### src/rtl/upload_arbiter.sv
// Round-robin, packet-locked arbiter merging several handler upload ports onto the single
// command-processor upload channel, with a one-cycle inter-packet gap and a stall watchdog.
module upload_arbiter #(
  parameter int unsigned NUM_SRC = 4,
  parameter int unsigned DATA_W  = 8,
  parameter int unsigned TIMEOUT = 65535
) (
  input  logic                        clk,
  input  logic                        rst_n,
  input  logic [NUM_SRC-1:0]          src_req_i,
  input  logic [NUM_SRC*DATA_W-1:0]   src_data_i,
  input  logic [NUM_SRC*DATA_W-1:0]   src_source_i,
  input  logic [NUM_SRC-1:0]          src_valid_i,
  output logic [NUM_SRC-1:0]          src_ready_o,
  output logic                        up_req_o,
  output logic [DATA_W-1:0]           up_data_o,
  output logic [DATA_W-1:0]           up_source_o,
  output logic                        up_valid_o,
  input  logic                        up_ready_i,
  output logic [$clog2(NUM_SRC)-1:0]  grant_id_o,
  output logic                        busy_o,
  output logic                        timeout_err_o
);

  localparam int unsigned IdW = $clog2(NUM_SRC);
  localparam int unsigned WdW = $clog2(TIMEOUT);
  localparam logic [WdW-1:0] WdMax   = WdW'(TIMEOUT - 1);
  localparam logic [IdW-1:0] LastRst = IdW'(NUM_SRC - 1);

  typedef enum logic [1:0] {StIdle, StXfer, StGap} state_e;

  state_e             state_q, state_d;
  logic [IdW-1:0]     grant_q, grant_d;
  logic [IdW-1:0]     last_q, last_d;
  logic [WdW-1:0]     wd_q, wd_d;

  logic               req_any;
  logic [IdW-1:0]     winner;
  logic               g_req, g_valid;
  logic [DATA_W-1:0]  g_data, g_source;
  logic               beat, pkt_end, wd_expire;

  assign req_any = |src_req_i;

  // Search upward from the slot after the last grant, wrapping, so every requester gets a turn.
  always_comb begin
    int unsigned idx;
    logic        found;
    idx    = 0;
    found  = 1'b0;
    winner = last_q;
    for (int unsigned k = 1; k <= NUM_SRC; k++) begin
      idx = (32'(last_q) + k) % NUM_SRC;
      if (!found && src_req_i[IdW'(idx)]) begin
        found  = 1'b1;
        winner = IdW'(idx);
      end
    end
  end

  // Lane of the currently granted source.
  always_comb begin
    g_req    = 1'b0;
    g_valid  = 1'b0;
    g_data   = '0;
    g_source = '0;
    for (int unsigned i = 0; i < NUM_SRC; i++) begin
      if (grant_q == IdW'(i)) begin
        g_req    = src_req_i[i];
        g_valid  = src_valid_i[i];
        g_data   = src_data_i[i*DATA_W +: DATA_W];
        g_source = src_source_i[i*DATA_W +: DATA_W];
      end
    end
  end

  assign beat      = (state_q == StXfer) && g_valid && up_ready_i;
  assign pkt_end   = (state_q == StXfer) && !g_req && !g_valid;
  // Clean packet end wins over the watchdog; a beat taken this cycle counts as progress.
  assign wd_expire = (state_q == StXfer) && !pkt_end && !beat && (wd_q == WdMax);

  always_ff @(posedge clk or negedge rst_n) begin
    if (!rst_n) begin
      state_q <= StIdle;
      grant_q <= '0;
      last_q  <= LastRst;
      wd_q    <= '0;
    end else begin
      state_q <= state_d;
      grant_q <= grant_d;
      last_q  <= last_d;
      wd_q    <= wd_d;
    end
  end

  always_comb begin
    state_d = state_q;
    grant_d = grant_q;
    last_d  = last_q;
    wd_d    = wd_q;
    unique case (state_q)
      StIdle: begin
        if (req_any) begin
          state_d = StXfer;
          grant_d = winner;
          last_d  = winner;
          wd_d    = '0;
        end
      end
      StXfer: begin
        if (pkt_end || wd_expire) begin
          state_d = StGap;
        end else if (beat) begin
          wd_d = '0;
        end else begin
          wd_d = wd_q + 1'b1;
        end
      end
      StGap: begin
        state_d = StIdle;
      end
      default: begin
        state_d = StIdle;
      end
    endcase
  end

  always_comb begin
    src_ready_o   = '0;
    up_req_o      = 1'b0;
    up_valid_o    = 1'b0;
    up_data_o     = '0;
    up_source_o   = '0;
    busy_o        = (state_q != StIdle);
    timeout_err_o = wd_expire;
    if (state_q == StXfer) begin
      up_req_o             = g_req;
      up_valid_o           = g_valid;
      up_data_o            = g_data;
      up_source_o          = g_source;
      src_ready_o[grant_q] = up_ready_i;
    end
  end

  assign grant_id_o = grant_q;

endmodule

### config.mk
export PLATFORM = sky130hd
export DESIGN_NAME = upload_arbiter
export DESIGN_NICKNAME = d
export VERILOG_FILES = /design/src/rtl/upload_arbiter.sv
export SDC_FILE = /design/constraint.sdc
export NUM_CORES = 1
export LEC_CHECK = 0
export CAP_MARGIN = 30
export CORE_AREA = 2 2 87 72
export DETAILED_ROUTE_END_ITERATION = 6
export DIE_AREA = 0 0 89 74
export PLACE_DENSITY_LB_ADDON = 0.12
export SLEW_MARGIN = 20
export SYNTH_ARGS = -nofsm -noshare
export SYNTH_HDL_FRONTEND = slang
export SYNTH_SLANG_ARGS = --single-unit
### constraint.sdc
create_clock -name clk -period 2.2 [get_ports clk]
set_clock_uncertainty 0.15 [all_clocks]
set_input_delay 0.44 -clock clk [delete_from_list [all_inputs] [get_ports clk]]
set_output_delay 0.44 -clock clk [all_outputs]
set_load 0.01 [all_outputs]
==> out/results.txt <==
Vias in the first global route = 2141
Register area share after synthesis = 27.10%
PortBufs = 100
Routed len/inst = 15.42 um
Setup WS pre-CTS = -801.2 ps
CP required = 1610 ps
#FFs+latches synth = 22
Worst slew margin = 66.35%
Drt drc = 0
Starting density of the core = 35.46%
Critical Path Max Stage Delay = 520 ps
Synth area leader = dfrtp_1
Total of max-cap violations = 0
Leakage power = 1.599 nW
Layout cell share with drive strength beyond 1 = 36.46%
Via count = 2288
WP buf/inv = 2
Met3 WL = 478 um
Worst skew pair latency = 260 ps
Largest net degree at the start of global routing = 23
WHS = 366.3 ps
Run status = finished, violations left
Die Width = 89 um
Yosys warns = 0
Synthesized net count = 297
Cts bufs inserted = 3
Fmax = 0.4093 GHz
Failing checks = negative setup slack
Cell Area, Synth = 2041 um^2
Metal2 WL = 3391 um
Max Used Layer = met4
Clk slew on worst S/H paths = 80 ps
Row count = 25
Largest cells by area after synthesis = dfrtp_1 (25%), mux4_2 (19%), and2_1 (5.5%)
RD Place Congestion = 0.8033
Max VDD drop = 0.8595 mV
Die area = 6586 um^2
Period utilisation layout = 111.1%
Final setup viols = 35
Initial antenna violation count = 0
Power per cell area = 1085 nW/um^2
Clk sink count = 22
Number of DRC markers in iteration 0 = 67
Worst-path cell chain = buf_6 -> mux4_2 -> nand3_2 -> and3_4 -> nor3b_2 -> buf_2
Clk root buf = clkbuf_8
Post-route ant nets = 0
Type of destination of the critical path = output pin
Power Total = 3.954 mW
Worst path top cell family by delay = multiplexers
# IOs = 101
Critical path peak fanout = 2
Hpwl dp = 5487 um
CTS hold repair buffers = 0
Critical path class = reg -> out
TritonCTS clock tree = built
Yosys top cell area share = 24.52%
Core area = 5756 um^2
HP Class = in -> async
Inserted Diodes = 0
Metal-1 WL = 3102 um
Slew Viols, Final = 0
Syn-to-layout area delta = 78.54%
CP startpoint kind = flip-flop
Setup repair after global routing missed its margin = true
Fin crit period = 2443 ps
Final net count = 451
DRT Wirelength = 6999 um
Routed vias/inst = 5.040
Gate Count Post-Synth = 220
Die Ht = 74 um
GRT overflow = 0
First-pass GRT wire length = 10280 um
H-tree depth = 1
Max Root-Sink Buffers = 2
Critical path arrival = 1850 ps
Yosys cell types = 47
Syn_area_per_cell = 9.276 um^2
Worst-margin pin slew = 500.1 ps
GRT Total Usage = 19.71%
Setup WS post-layout = -243.3 ps
Final hold violations = 0
DRT Pass-1 Iters = 4
Slowest CP cell = mux4_2
==> logic make-up (layout without fill, tap and decap cells) <==
logic type               Yosys count  after routing  synth area share [%]
XOR/XNOR                           1              1                0.4293
AO/OA/AOI/OAI                     51             51                 18.27
AND/OR/NAND/NOR                  103            103                 26.43
buffers and inverters             21            174                 5.518
flip-flops                        22             22                 27.10
adder cells (fa/ha/maj)            2              2                 1.226
multiplexers                      20             20                 21.03
==> path summary, 6_finish.rpt <==
path,startpoint,cells past startpoint,end,slack (ps)
max,grant_id_o[0],6,timeout_err_o,-240
min,rst_n,2,wd_q[3],370
max reg2reg,grant_id_o[0],8,wd_q[8],-220
min reg2reg,last_q[1],2,last_q[1],380
max in group asynchronous,rst_n,2,last_q[1],1250
min in group clk,last_q[1],2,last_q[1],380
==> placed cells by master (no fill, tap or decap), types with 5 or more instances in the layout <==
master,instances
dfrtp_1,19
dlygate4sd2_1,9
and2_1,16
nand3_1,10
o21ai_0,8
buf_2,17
clkdlybuf4s50_1,69
nand2b_1,5
a21oi_1,8
nand2_1,21
buf_4,48
mux4_2,17
and3_1,6
nor2_1,15
buf_6,17
a21oi_2,6
==> synthesized netlist by cell type, drive strengths merged <==
cell	instances
o32a	1
a22o	3
a311oi	2
nor2b	5
xnor2	1
o21ai	11
nand4	1
nor3	4
or3	3
a21o	3
and3	7
a221o	4
nor3b	4
nor2	17
nand3b	1
or4	1
ha	2
o211ai	2
o21bai	1
inv	5
a21boi	1
or2	1
nand2b	5
o31ai	3
dfrtp	20
a31oi	5
clkbuf	10
nand2	22
a21oi	14
buf	6
mux2i	2
dfstp	2
and2	18
nand3	12
o21a	1
mux4	18
nor4	2
==> state kept, by name, summed over array words and instances, names as in the netlist <==
| register | count |
|---|---|
| grant_id_o | 2 |
| last_q | 2 |
| state_q | 2 |
| wd_q | 16 |
==> worst register-to-register path, cell delays in order, from the launching register on <==
cell	delay (ps)
dfrtp_1	380
buf_6	110
mux4_2	520
buf_6	160
a21o_1	180
a311oi_2	370
buf_4	250
a21boi_2	170
a21o_1	90
==> power by group <==
| part | total, mW | internal (mW) | switching, mW |
|---|---|---|---|
| Clock | 0.376 | 0.243 | 0.133 |
| Combinational | 2.98 | 1.63 | 1.35 |
| Sequential | 0.600 | 0.508 | 0.0927 |
| Total | 3.95 | 2.38 | 1.58 |
==> layer usage <==
metal / up-vias / track usage, %
met5: - / 0
li1: 1128 / -
met2: 68 / 34.58
met4: 0 / 2.156
met3: 5 / 3.219
met1: 1087 / 26.74
==> stage by stage <==
step | instance area [um^2] | instances | utilization (%) | TNS, ps
finish | 3643 | 454 | 63.30 | -5615
global route | 3643 | 454 | 63.30 | -8478
CTS | 3585 | 451 | 62.28 | -3620
detailed placement | 3476 | 440 | 60.39 | -15910
global placement | 3476 | 440 | 60.39 | -15350
floorplan | 2054 | 220 | - | -239.1
==> cell type report <==
cell class | count | area (um^2)
tap | 81 | 101.3
sequential | 22 | 554.3
clock inverter | 1 | 30.03
fill | 522 | 2112
multi-input combinational | 177 | 1436
inverter | 5 | 18.77
clock buffer | 3 | 41.29
timing repair buffer | 165 | 1461
==> repair_timing <==
action | in CTS | in global routing
pin swaps | 13 | 6
resized for setup | 111 | 22
cloned | 0 | 1
setup endpoints to repair | 40 | 38
buffers inserted | 7 | 3
No activity file was read; power rests on OpenSTA's default activity.
